`config.mk`:
```
export PLATFORM = sky130hd
export DESIGN_NAME = snake_cell_map
export DESIGN_NICKNAME = d
export VERILOG_FILES = /design/src/rtl/snake_pkg.sv /design/src/rtl/snake_next_head.sv /design/src/rtl/snake_cell_map.sv
export SDC_FILE = /design/constraint.sdc
export NUM_CORES = 1
export LEC_CHECK = 0
export ABC_AREA = 1
export BUFFER_PORTS_ARGS = -buffer_cell sky130_fd_sc_hd__buf_2
export CELL_PAD_IN_SITES_DETAIL_PLACEMENT = 2
export CELL_PAD_IN_SITES_GLOBAL_PLACEMENT = 2
export CORE_MARGIN = 5
export CORE_UTILIZATION = 37
export DETAILED_ROUTE_END_ITERATION = 7
export PLACE_DENSITY_LB_ADDON = 0.1
export SETUP_SLACK_MARGIN = 0.4
export SLEW_MARGIN = 20
export SYNTH_ARGS = -nofsm -noshare
export SYNTH_HDL_FRONTEND = slang
export SYNTH_HIERARCHICAL = 1
export SYNTH_SLANG_ARGS = --single-unit
export TNS_END_PERCENT = 1
```
`constraint.sdc`:
```
create_clock -name clk -period 8.19 [get_ports clk]
set_input_delay 1.638 -clock clk [delete_from_list [all_inputs] [get_ports clk]]
set_output_delay 1.638 -clock clk [all_outputs]
set_load 0.03 [all_outputs]
```
`src/rtl/snake_pkg.sv`:
```
// Shared types and constants for the snake game state store.
// Optional build macro: SNAKE_WRAP_EN (grid wraps at the borders, no walls).
package snake_pkg;

  localparam int GRID_W     = 40;
  localparam int GRID_H     = 30;
  localparam int CELL_SHIFT = 4;

  typedef enum logic [1:0] {
    CELL_NONE = 2'b00,
    CELL_HEAD = 2'b01,
    CELL_BODY = 2'b10,
    CELL_WALL = 2'b11
  } cell_t;

  typedef enum logic [1:0] {
    DIR_UP    = 2'b00,
    DIR_DOWN  = 2'b01,
    DIR_LEFT  = 2'b10,
    DIR_RIGHT = 2'b11
  } dir_t;

  typedef enum logic {
    ST_ALIVE = 1'b0,
    ST_DEAD  = 1'b1
  } state_t;

  typedef struct packed {
    logic [5:0] x;
    logic [4:0] y;
  } coord_t;

  // Opposite directions differ only in bit 0 with this encoding.
  function automatic dir_t opposite(input dir_t d);
    return dir_t'({d[1], ~d[0]});
  endfunction

endpackage

```
`src/rtl/snake_next_head.sv`:
```
// Combinational next-head computation with reversal rejection.
// With SNAKE_WRAP_EN defined the head wraps around the grid and never hits a wall.
module snake_next_head
  import snake_pkg::*;
(
  input  coord_t     head,
  input  dir_t       cur_dir,
  input  logic [1:0] dir_in,
  output coord_t     next_head,
  output dir_t       next_dir,
  output logic       hit_wall
);

  // Resolve direction (reverse requests keep the current heading) and step one cell.
  always_comb begin
    next_dir  = (dir_t'(dir_in) == opposite(cur_dir)) ? cur_dir : dir_t'(dir_in);
    next_head = head;
    case (next_dir)
`ifdef SNAKE_WRAP_EN
      DIR_UP:    next_head.y = (head.y == 5'd0) ? 5'(GRID_H - 1) : head.y - 5'd1;
      DIR_DOWN:  next_head.y = (head.y == 5'(GRID_H - 1)) ? 5'd0 : head.y + 5'd1;
      DIR_LEFT:  next_head.x = (head.x == 6'd0) ? 6'(GRID_W - 1) : head.x - 6'd1;
      DIR_RIGHT: next_head.x = (head.x == 6'(GRID_W - 1)) ? 6'd0 : head.x + 6'd1;
`else
      DIR_UP:    next_head.y = head.y - 5'd1;
      DIR_DOWN:  next_head.y = head.y + 5'd1;
      DIR_LEFT:  next_head.x = head.x - 6'd1;
      DIR_RIGHT: next_head.x = head.x + 6'd1;
`endif
      default:   next_head = head;
    endcase
  end

  // A living head is never on the border, so landing on one means entering a wall.
`ifdef SNAKE_WRAP_EN
  assign hit_wall = 1'b0;
`else
  assign hit_wall = (next_head.x == 6'd0) || (next_head.x == 6'(GRID_W - 1)) ||
                    (next_head.y == 5'd0) || (next_head.y == 5'(GRID_H - 1));
`endif

endmodule

```
`src/rtl/snake_cell_map.sv`:
```
// Snake segment store, movement/collision FSM and per-pixel cell lookup.
// Optional build macro: SNAKE_WRAP_EN (wrap-around grid, no WALL cells).
module snake_cell_map
  import snake_pkg::*;
#(
  parameter int MAX_LEN   = 16,
  parameter int START_LEN = 3,
  parameter int START_X   = 10,
  parameter int START_Y   = 15
) (
  input  logic       clk,
  input  logic       rst,
  input  logic [9:0] x_pos,
  input  logic [9:0] y_pos,
  input  logic       move_tick,
  input  logic [1:0] dir_in,
  input  logic       grow,
  input  logic       restart,
  output logic [1:0] snake,
  output logic [5:0] head_x,
  output logic [4:0] head_y,
  output logic [4:0] length,
  output logic       dead,
  output logic       hit_self
);

  coord_t seg [MAX_LEN];
  dir_t   cur_dir;
  state_t state;
  logic   grow_pend;

  coord_t nh;
  dir_t   next_dir;
  logic   hit_wall;
  logic   grow_eff;
  logic   self_hit;
  int     chk_len;

  function automatic coord_t init_seg(input int i);
    coord_t c;
    c.x = '0;
    c.y = '0;
    if (i < START_LEN) begin
      c.x = 6'(START_X - i);
      c.y = 5'(START_Y);
    end
    return c;
  endfunction

  snake_next_head u_next_head (
    .head      (seg[0]),
    .cur_dir   (cur_dir),
    .dir_in    (dir_in),
    .next_head (nh),
    .next_dir  (next_dir),
    .hit_wall  (hit_wall)
  );

  assign head_x   = seg[0].x;
  assign head_y   = seg[0].y;
  assign grow_eff = grow_pend | grow;

  // Self collision: the tail vacates its cell during the move unless the snake grows.
  always_comb begin
    chk_len  = int'(length) - (grow_eff ? 0 : 1);
    self_hit = 1'b0;
    for (int i = 0; i < MAX_LEN; i++) begin
      if (i < chk_len && seg[i] == nh) self_hit = 1'b1;
    end
  end

  // Snake state machine: moves, growth, death and restart.
  always_ff @(posedge clk or posedge rst) begin
    if (rst) begin
      for (int i = 0; i < MAX_LEN; i++) seg[i] <= init_seg(i);
      length    <= 5'(START_LEN);
      cur_dir   <= DIR_RIGHT;
      grow_pend <= 1'b0;
      state     <= ST_ALIVE;
      dead      <= 1'b0;
      hit_self  <= 1'b0;
    end else begin
      case (state)
        ST_ALIVE: begin
          if (move_tick) begin
            grow_pend <= 1'b0;
            if (hit_wall || self_hit) begin
              state    <= ST_DEAD;
              dead     <= 1'b1;
              hit_self <= self_hit & ~hit_wall;
            end else begin
              for (int i = 1; i < MAX_LEN; i++) seg[i] <= seg[i-1];
              seg[0]  <= nh;
              cur_dir <= next_dir;
              if (grow_eff && length < 5'(MAX_LEN)) length <= length + 5'd1;
            end
          end else if (grow) begin
            grow_pend <= 1'b1;
          end
        end
        ST_DEAD: begin
          if (restart) begin
            for (int i = 0; i < MAX_LEN; i++) seg[i] <= init_seg(i);
            length    <= 5'(START_LEN);
            cur_dir   <= DIR_RIGHT;
            grow_pend <= 1'b0;
            state     <= ST_ALIVE;
            dead      <= 1'b0;
            hit_self  <= 1'b0;
          end
        end
        default: state <= ST_DEAD;
      endcase
    end
  end

  // Pixel to cell lookup: low four pixel bits only select a position inside a cell.
  logic [5:0] cx, cy;
  logic       on_screen, on_border;
  logic       is_head, is_body;
  cell_t      cell_nxt;
  logic       unused_pix;

  assign cx         = x_pos[9:CELL_SHIFT];
  assign cy         = y_pos[9:CELL_SHIFT];
  assign unused_pix = ^{x_pos[CELL_SHIFT-1:0], y_pos[CELL_SHIFT-1:0]};
  assign on_screen  = (x_pos < 10'd640) && (y_pos < 10'd480);
  assign on_border  = (cx == 6'd0) || (cx == 6'(GRID_W - 1)) ||
                      (cy == 6'd0) || (cy == 6'(GRID_H - 1));

  // Classify the scanned cell by priority WALL > HEAD > BODY > NONE.
  always_comb begin
    is_head = (seg[0].x == cx) && ({1'b0, seg[0].y} == cy);
    is_body = 1'b0;
    for (int i = 1; i < MAX_LEN; i++) begin
      if (i < int'(length) && seg[i].x == cx && {1'b0, seg[i].y} == cy) is_body = 1'b1;
    end
    cell_nxt = CELL_NONE;
    if (on_screen) begin
`ifndef SNAKE_WRAP_EN
      if (on_border)    cell_nxt = CELL_WALL;
      else
`endif
      if (is_head)      cell_nxt = CELL_HEAD;
      else if (is_body) cell_nxt = CELL_BODY;
    end
  end

`ifdef SNAKE_WRAP_EN
  logic unused_border;
  assign unused_border = on_border;
`endif

  // Registered cell code, one cycle behind the scan position.
  always_ff @(posedge clk or posedge rst) begin
    if (rst) snake <= CELL_NONE;
    else     snake <= cell_nxt;
  end

endmodule

```
**Word-level counts from Yosys, hierarchy flattened**

Cells that the tools add are included.

- Word-level logic and storage cells: 277
- Flip-flop bits (word level): 189
- Input port bits: 27

- Equal/unequal tests: 62
- Add/subtract/negate cells: 6
- Magnitude comparators: 34
- Multiplexer cells: 66
- Reductions and logical operators: 65
- Bitwise operators: 5

Operator list:

| cell | number |
|---|---|
| 2-to-1 mux 176 bit | 3 |
| case mux 176 bit (2 select lines) | 1 |
| == test 11 bit | 16 |
| == test 5 x 6 -> 1 bit | 16 |
| == test 6 bit | 16 |
| logical AND 1 bit | 49 |
| < comparator 5 x 6 -> 1 bit, first input constant | 8 |
| 2-to-1 mux 1 bit | 42 |
| < comparator 4 x 5 -> 1 bit, first input constant | 8 |
| < comparator 4 x 6 -> 1 bit, first input constant | 4 |
| < comparator 3 x 5 -> 1 bit, first input constant | 4 |
| 2-to-1 mux 5 bit | 4 |
| case mux 5 bit (2 select lines) | 2 |
| logical NOT 6 bit | 3 |
| 2-to-1 mux 2 bit | 8 |
| == test 6 bit, second input constant | 2 |
| < comparator 3 x 6 -> 1 bit, first input constant | 2 |
| case mux 6 bit (2 select lines) | 1 |
| adder 5 x 1 -> 5 bit, second input constant | 2 |
| < comparator 10 bit, second input constant | 1 |
| < comparator 10 x 9 -> 1 bit, second input constant | 1 |
| < comparator 2 x 5 -> 1 bit, first input constant | 2 |
| != test 2 bit, second input constant | 5 |
| case mux 1 bit (2 select lines) | 4 |
| 24 further kinds | 34 |

**Longest topological paths before layout**

Gate-level depths: netlist of the first run.

- Word-level depth: 27
- Mapped depth: 35

**Hierarchy**

Netlist of the first run, hierarchy kept.

Modules (own cells, without submodules):

| module | times used | cells each | area each (µm²) |
|---|---|---|---|
| snake_cell_map | 1 | 1747 | 13116.3 |
| snake_next_head | 1 | 125 | 654.4 |

**Worst setup path after synthesis of the first run**

Ideal clock, no wire load.

- Path type: input-to-reg
- Start: input port dir_in[1]
- End: register seg[60] (netlist bit)
- Slack: 3.478 ns
- Library setup time: 0.118 ns
- Buffers on the path: 4
- Arrival: 4.594 ns
- Cell stages on the path: 30
- Cells stage by stage: inv_2 -> nand2_1 -> nand3_1 -> nand3_1 -> ha_1 -> nand2_1 -> nand2_1 -> nand2_1 -> nand2_1 -> nor2_1 -> nand2_1 -> nand2_1 -> nand2_1 -> nand2_1 -> buf_2 -> buf_4 -> xnor2_1 -> nand4_1 -> nor2_1 -> nand2_1 -> a21oi_1 -> nor2_1 -> nand2_1 -> nand2_1 -> nand4_4 -> nand2_4 -> buf_4 -> buf_6 -> nand3_1 -> nand2_1

RTL lines:

| item | line | text |
|---|---|---|
| from (decl) | snake_cell_map.sv:16 | `input logic [1:0] dir_in,` |
| to (decl) | snake_cell_map.sv:27 | `coord_t seg [MAX_LEN];` |

==> metrics.yaml, run 1 <==
outcome:
  status: "finished clean"
detailed_routing:
  drt-vias-per-instance: 5.95
  vias: 13700
  wl_per_cell_um: 26.5
  dr.pass1.iters: 5
  dr.first_iter.drc_count: 822
  routed_wl_mm: 60.9
  drc: 0
  ant_nets: 0
power_and_ir_drop:
  power.switching_mw: 3.89
  power.share.sequential_pct: 29.4
  power.clock.fraction_pct: 11.9
  ir_drop_uv: 243
  powerDensity_nw_per_um2: 486
  combinationalPowerShare_pct: 58.7
  power_mw: 7.11
  swShare_pct: 54.6
  leakage_nw: 7.00
  p_int_mw: 3.22
timing:
  fin_skew_ns: 0.0140
  slew-limit-headroom_pct: 31.5
  final_max_slew_viol_count: 0
  rsz0062_at_grt: "no"
  setup_tns_ns: 0
  tightest_slew_ns: 1.03
  fmax_mhz: 151
  final.min_clock_period_ns: 6.63
  fin_ws_ns: 1.56
  finalHoldViolCount: 0
  fin_crit_sh_pct: 81.0
  setup_viol: 0
clock_tree:
  post-cts-setup-buffers: 0
  cts_tree: "done"
  cts_sinks: 189
  cts_buffer_depth: 2
  insertion_delay_ns: 0.46
  holdBufCountCts: 0
  numCtsBuffers: 17
  ctsRootBufferMaster: "clkbuf_16"
  clk_pin_slew_ns: 0.08
  cts_max_level: 4
  post_cts_resized: 0
cells_and_area:
  seq_area_um2: 4760
  drive_above_1_share_pct: 8.57
  final_area_um2: 14600
  mostFrequentLayoutCell: "nand2_1"
  area_growth_pct: 6.34
  multi_input_area_um2: 7810
  final_cell_mix: "nand2_1 (428), nand3_1 (416), dfrtp_1 (168)"
  nets: 1858
  diodes: 0
  nFillCells: 4348
floorplanning:
  fp.coreArea_um2: 36700
  dieArea_um2: 41200
  ios: 47
  initial_utilization_pct: 37.5
  die_x_um: 203
  die_y_um: 203
  num_rows: 70
worst_setup_path:
  max_stage_delay_ns: 0.54
  cp_slowest_cell: "nand2_1"
  critPathKind: "in2reg"
  cp_max_fo: 103
  required_ns: 8.59
  cp-end-kind: "flip-flop"
  cp_common_cell: "nand2_1"
  critPathArrivalTime_ns: 7.03
  critPathLaunchType: "input port"
global_route:
  grt_max_degree: 146
  antenna_found_initial: 2
  grt_pass1_vias: 14400
  overflow: 0
  grt_usage_pct: 29.4
  grt_pass1_wl_mm: 92.5
yosys:
  synth_cell_types: 53
  synthCells: 1872
  async_reset_ff_share_pct: 100
  dominantRegCellSynth: "dfrtp_1"
  yosysWarnings: 6
  synth-edff-count: 0
  synth.avg_cell_area_um2: 7.36
  syn-cell-area_um2: 13800
  synth-seq-area-share_pct: 34.5
  synth_fp_nets: 1911
  ys_ff_latch: 189
place:
  placed_area_um2: 14100
  dp_hpwl_mm: 40.2
  port_buffers: 38
  dp_slack_ns: 1.15
  gp_congestion: 0.874
job:
  max_cap_viol_count: 0
worst_hold_path:
  hold_path_class: "reg2reg"
==> power by group through the flow <==
| stage | registers [mW] | clock network [mW] | logic (mW) |
|---|---|---|---|
| global placement | 2.07 | 0 | 3.95 |
| floorplan | 1.81 | 0 | 3.08 |
| detailed placement | 2.09 | 0 | 4.11 |
| CTS | 2.08 | 0.858 | 4.16 |
| finish | 2.09 | 0.846 | 4.17 |
| global route | 2.14 | 0.896 | 4.54 |
==> routing by layer <==
layer	GRT usage, %	up-vias	wire length, µm
li1	-	6072	-
met1	40.0	7083	26900
met2	47.8	411	28400
met3	4.68	116	3390
met4	10.2	2	2150
met5	0	-	13
==> path summary, 6_finish.rpt <==
kind | startpoint | cells past startpoint | slack (ns) | end
max reg2reg | cur_dir[1] | 29 | 2.71 | seg[77]
max | dir_in[1] | 30 | 1.56 | seg[77]
min in group asynchronous | rst | 2 | 1.28 | seg[113]
min reg2reg | dead | 2 | 0.48 | dead
min | dead | 2 | 0.48 | dead
max in group asynchronous | rst | 3 | 5.67 | seg[28]
==> logic make-up (layout without fill, tap and decap cells) <==
| kind of cell | Yosys count | in the layout | share of synthesized area (%) |
|---|---|---|---|
| simple gates | 1044 | 1044 | 34.2 |
| xor+xnor | 235 | 235 | 15.0 |
| compound gates | 135 | 135 | 6.12 |
| fa+ha+maj | 12 | 12 | 1.20 |
| flops | 189 | 189 | 34.5 |
| buf+inv | 257 | 216 | 8.92 |
==> final cells by class <==
type                    count  share of cell area (%)
clock inverters             8                   0.598
multi-input cells        1426                    53.3
inverters                 118                    3.09
well taps                 468                    4.00
flip-flops and latches    189                    32.5
clock buffers              23                    3.13
repair buffers             67                    3.38
==> synth_stat cells (all sizes together), types with 2 or more instances <==
cell type | number | share of area (%)
a211oi | 5 | 0.27
a21oi | 21 | 0.79
a221oi | 7 | 0.45
a22o | 3 | 0.19
buf | 93 | 4.5
clkbuf | 46 | 1.3
clkinv | 2 | 0.055
dfrtp | 168 | 31
dfstp | 21 | 4.0
fa | 2 | 0.29
ha | 10 | 0.91
inv | 116 | 3.2
nand2 | 434 | 12
nand3 | 417 | 15
nand4 | 30 | 1.5
nor2 | 105 | 3.0
nor3 | 22 | 0.88
nor4 | 18 | 0.82
o2111ai | 9 | 0.57
o211ai | 4 | 0.22
o21ai | 52 | 2.0
o22ai | 26 | 1.2
or2 | 15 | 0.68
xnor2 | 150 | 9.6
xor2 | 85 | 5.4
==> registers in the layout, indices dropped and copies added (netlist names) <==
name,cells
hit_self,1
dead,1
head_x,6
cur_dir,2
grow_pend,1
head_y,5
seg,165
state,1
length,5
snake,2
==> metrics by stage <==
step,hold slack [ns],std cells,utilization [%]
final,0.483,2299,39.9
after global routing,0.532,2299,39.9
after CTS,0.488,2299,39.9
after detailed placement,0.470,2268,38.4
after global placement,0.461,2268,38.4
after floorplan,0.471,1872,-
==> critical path: cells and delay by family <==
| family | cells | cell delay, ns |
|---|---|---|
| buffers and inverters | 6 | 1.79 |
| AO/OA/AOI/OAI | 1 | 0.24 |
| AND/OR/NAND/NOR | 22 | 2.81 |
| adder cells (fa/ha/maj) | 1 | 0.40 |
No activity file was read; power rests on OpenSTA's default activity.
==> run 2: changes to the inputs <==
--- a/config.mk
+++ b/config.mk
@@ -5,12 +5,12 @@
 export SDC_FILE = /design/constraint.sdc
 export NUM_CORES = 1
 export LEC_CHECK = 0
-export ABC_AREA = 1
+export ABC_AREA = 0
 export BUFFER_PORTS_ARGS = -buffer_cell sky130_fd_sc_hd__buf_2
 export CELL_PAD_IN_SITES_DETAIL_PLACEMENT = 2
 export CELL_PAD_IN_SITES_GLOBAL_PLACEMENT = 2
 export CORE_MARGIN = 5
-export CORE_UTILIZATION = 37
+export CORE_UTILIZATION = 40
 export DETAILED_ROUTE_END_ITERATION = 7
 export PLACE_DENSITY_LB_ADDON = 0.1
 export SETUP_SLACK_MARGIN = 0.4
==> constraint.sdc (replaced) <==
create_clock -name clk -period 6.5 [get_ports clk]
set_input_delay 1.3 -clock clk [delete_from_list [all_inputs] [get_ports clk]]
set_output_delay 1.3 -clock clk [all_outputs]
set_load 0.03 [all_outputs]
==> run 2 against run 1 <==
Compared with the run above: largest power group unchanged; clock power is 22% higher; utilization increased by 3.6 points; sequential cell count did not move.
==> metrics.yaml, run 2 <==
outcome:
  status: "finished clean"
worst_setup_path:
  crit_chain: "buf_2, xnor2_1, mux2i_2, inv_1, nand2_1, ha_1, a21o_1, nand4_1, nand3_1, xnor2_2, nor2_1, xnor2_2, buf_6, xnor2_1, nand4_1, nor3_1, o21ai_1, or4b_1, nand4b_4, nor4_4, buf_4, buf_4, mux2i_1"
  r2r_setup_slack_ns: 1.12  # -1.59 ns
  required_ns: 6.88  # -1.71 ns
  critPathArrivalTime_ns: 6.23  # -0.80 ns
  cp-startpoint: "dir_in[1]"
  critPathLaunchType: "input port"
  max_stage_delay_ns: 0.48  # -0.06 ns
  reg2reg_to: "seg[143]"
  critPathKind: "in2reg"
  reg2reg_depth: 22  # -24%
  reg2reg_from: "cur_dir[1]"
  cp-end-kind: "flip-flop"
  cp_slowest_cell: "or4b_1"
  cp_max_fo: 11  # -89%
yosys:
  synthCells: 1538  # -18%
  syn-cell-area_um2: 13900  # +1.0%
  synth_top_area_share_pct: 30.2  # -0.31 points
  synthTopCellsByCount: "nand2_1 (325), xnor2_1 (194), mux2i_1 (182), dfrtp_1 (168), xor2_1 (168)"
  yosysTopAreaCell: "dfrtp_1"
  synth-seq-area-share_pct: 34.2  # -0.35 points
  yosysWarnings: 6  # unchanged
  async_reset_ff_share_pct: 100  # unchanged
  synth.avg_cell_area_um2: 9.05  # +23%
  post-synth-top-count-cell: "nand2_1"
  synth_area_leaders: "dfrtp_1 (30%), mux2i_1 (13%), xnor2_1 (12%)"
  synth_fp_nets: 1577  # -17%
  dominantRegCellSynth: "dfrtp_1"
  ys_ff_latch: 189  # unchanged
  synth-edff-count: 0  # unchanged
  synth_cell_types: 75  # +42%
floorplanning:
  dieArea_um2: 38600  # -6.2%
  fp.coreArea_um2: 34500  # -6.1%
  die_x_um: 196  # -3.2%
  initial_utilization_pct: 40.4  # +2.8 points
  die_y_um: 196  # -3.2%
  ios: 47  # unchanged
  num_rows: 68  # -2.9%
place:
  gp_congestion: 0.857  # -1.9%
  dp_slack_ns: -0.0175  # -1.16 ns
  dp_hpwl_mm: 34.0  # -15%
  port_buffers: 38  # unchanged
timing:
  setup_viol: 0  # unchanged
  setup_tns_ns: 0  # unchanged
  final.min_clock_period_ns: 5.85
  slew-limit-headroom_pct: 22.5  # -9.0 points
  rsz0062_at_grt: "no"
  tightest_slew_ns: 1.16  # +0.129 ns
  fin_skew_ns: 0.0153  # +0.00127 ns
  fmax_mhz: 171
  fin_ws_ns: 0.649  # -0.907 ns
  final_max_slew_viol_count: 0  # unchanged
  finalHoldViolCount: 0  # unchanged
  fin_crit_sh_pct: 90.0
cells_and_area:
  nets: 1547  # -17%
  drive_above_1_share_pct: 10.2  # +1.6 points
  nFillCells: 3820  # -12%
  mostFrequentLayoutCell: "nand2_1"
  largest_reg_flops: 165  # unchanged
  final_cell_mix: "nand2_1 (324), xnor2_1 (190), mux2i_1 (182)"
  diodes: 0  # unchanged
  area_growth_pct: 7.83
  regMostFlops: "seg"
global_route:
  overflow: 0  # unchanged
  grt_max_degree: 80  # -45%
  grt_usage_pct: 27.0  # -2.5 points
  antenna_found_initial: 1  # -1
  grt_pass1_wl_mm: 79.5  # -14%
  grt_pass1_vias: 12300  # -15%
clock_tree:
  insertion_delay_ns: 0.47  # about the same
  ctsRootBufferMaster: "clkbuf_16"
  cts_tree: "done"
  numCtsBuffers: 17  # unchanged
  cts_buffer_depth: 2  # unchanged
  cts_max_level: 4  # unchanged
  clk_pin_slew_ns: 0.08  # about the same
  cts_sinks: 189  # unchanged
power_and_ir_drop:
  ir_drop_uv: 493  # +100%
  leakage_nw: 6.60  # -5.7%
  powerDensity_nw_per_um2: 599  # +23%
  power_mw: 8.99  # +26%
detailed_routing:
  routed_wl_mm: 52.0  # -15%
  ant_nets: 0  # unchanged
  drt-vias-per-instance: 5.73  # -3.7%
  dr.first_iter.drc_count: 684  # -17%
  vias: 11300  # -17%
  dr.pass1.iters: 4  # -1
  wl_per_cell_um: 26.3  # -0.68%
  drc: 0  # unchanged
worst_hold_path:
  hold_path_class: "reg2reg"
  holdPathStages: 2  # unchanged
  hold_end: "cur_dir[0]"
  min_from: "cur_dir[0]"
job:
  max_cap_viol_count: 0  # unchanged
-- run 2: changes by cell type in the layout (fill, tap and decap cells not counted), moves of 8 or more --
cell       delta
inv_1        -82
inv_2         -9
mux2i_1     +182
nand2_1     -104
nand3_1     -386
nand4_1      +23
nor2_1       -49
nor4_1       +31
o2111ai_1     -8
o21ai_0      -36
o22ai_1      -25
or2_2         -9
xnor2_1      +42
xor2_1       +82
-- run 2: logic make-up (layout without fill, tap and decap cells) --
family                     after synthesis  count (layout)  share of synthesized area (%)
and+or+nand+nor                        562             562                           18.6
xor gates and xnor gates               363             363                           22.9
DFF                                    189             189                           34.2
muxes                                  185             185                           13.4
buffers and inverters                  151             134                           5.87
AOI/OAI and AO/OA                       76              76                           3.82
adders and majority gates               12              12                           1.19
-- run 2: per-layer routing --
| metal | track usage (%) | share of wire (%) | vias to the layer above | wire [µm] |
|---|---|---|---|---|
| li1 | - | - | 5073 | - |
| met1 | 37.2 | 47 | 6012 | 24300 |
| met2 | 45.2 | 48 | 192 | 25200 |
| met3 | 3.78 | 3.1 | 53 | 1610 |
| met4 | 6.21 | 1.8 | 2 | 910 |
| met5 | 0 | 0.025 | - | 13 |
-- run 2: worst max-delay path: cells and delay by family --
kind / cells / cell delay (ns)
buffers and inverters: 5 / 0.99
and+or+nand+nor: 9 / 1.89
adders and majority gates: 1 / 0.27
xor gates and xnor gates: 4 / 0.79
muxes: 2 / 0.53
AOI/OAI and AO/OA: 2 / 0.45
-- run 2: layout make-up --
cell class,instances,area (µm²),share of cell area [%]
Clock buffer,19,443,2.95
Clock inverter,13,92.6,0.617
Inverter,26,104,0.692
Multi-Input combinational cell,1198,8430,56.2
Sequential cell,189,4760,31.7
Tap cell,455,569,3.79
Timing Repair Buffer,76,604,4.03
-- run 2: report_power, final --
part | switching (mW) | total (mW) | leakage, nW | internal (mW)
clock network | 0.527 | 1.03 | 0.247 | 0.500
logic | 3.04 | 5.36 | 3.94 | 2.32
registers | 0.914 | 2.61 | 2.41 | 1.69
total | 4.48 | 8.99 | 6.60 | 4.51
-- run 2: worst max-delay path by stage --
stage	end
after floorplan	cur_dir[0]
after detailed placement	seg[143]
after CTS	seg[143]
after global routing	seg[143]
after global placement	seg[87]
final	seg[143]
-- run 2: repair_timing --
item,CTS,global route
buffers inserted,0,1
endpoints found under the setup margin,0,179
resized for setup,0,3
hold buffers,0,0
-- run 2: per-stage QoR --
stage / instance area, µm² / cells / hold WS (ns) / util (%)
after floorplan: 13900 / 1538 / 0.509 / -
after global placement: 14400 / 1943 / 0.517 / 41.9
after detailed placement: 14400 / 1943 / 0.538 / 41.9
after CTS: 15000 / 1975 / 0.547 / 43.5
after global routing: 15000 / 1976 / 0.557 / 43.5
final: 15000 / 1976 / 0.538 / 43.5
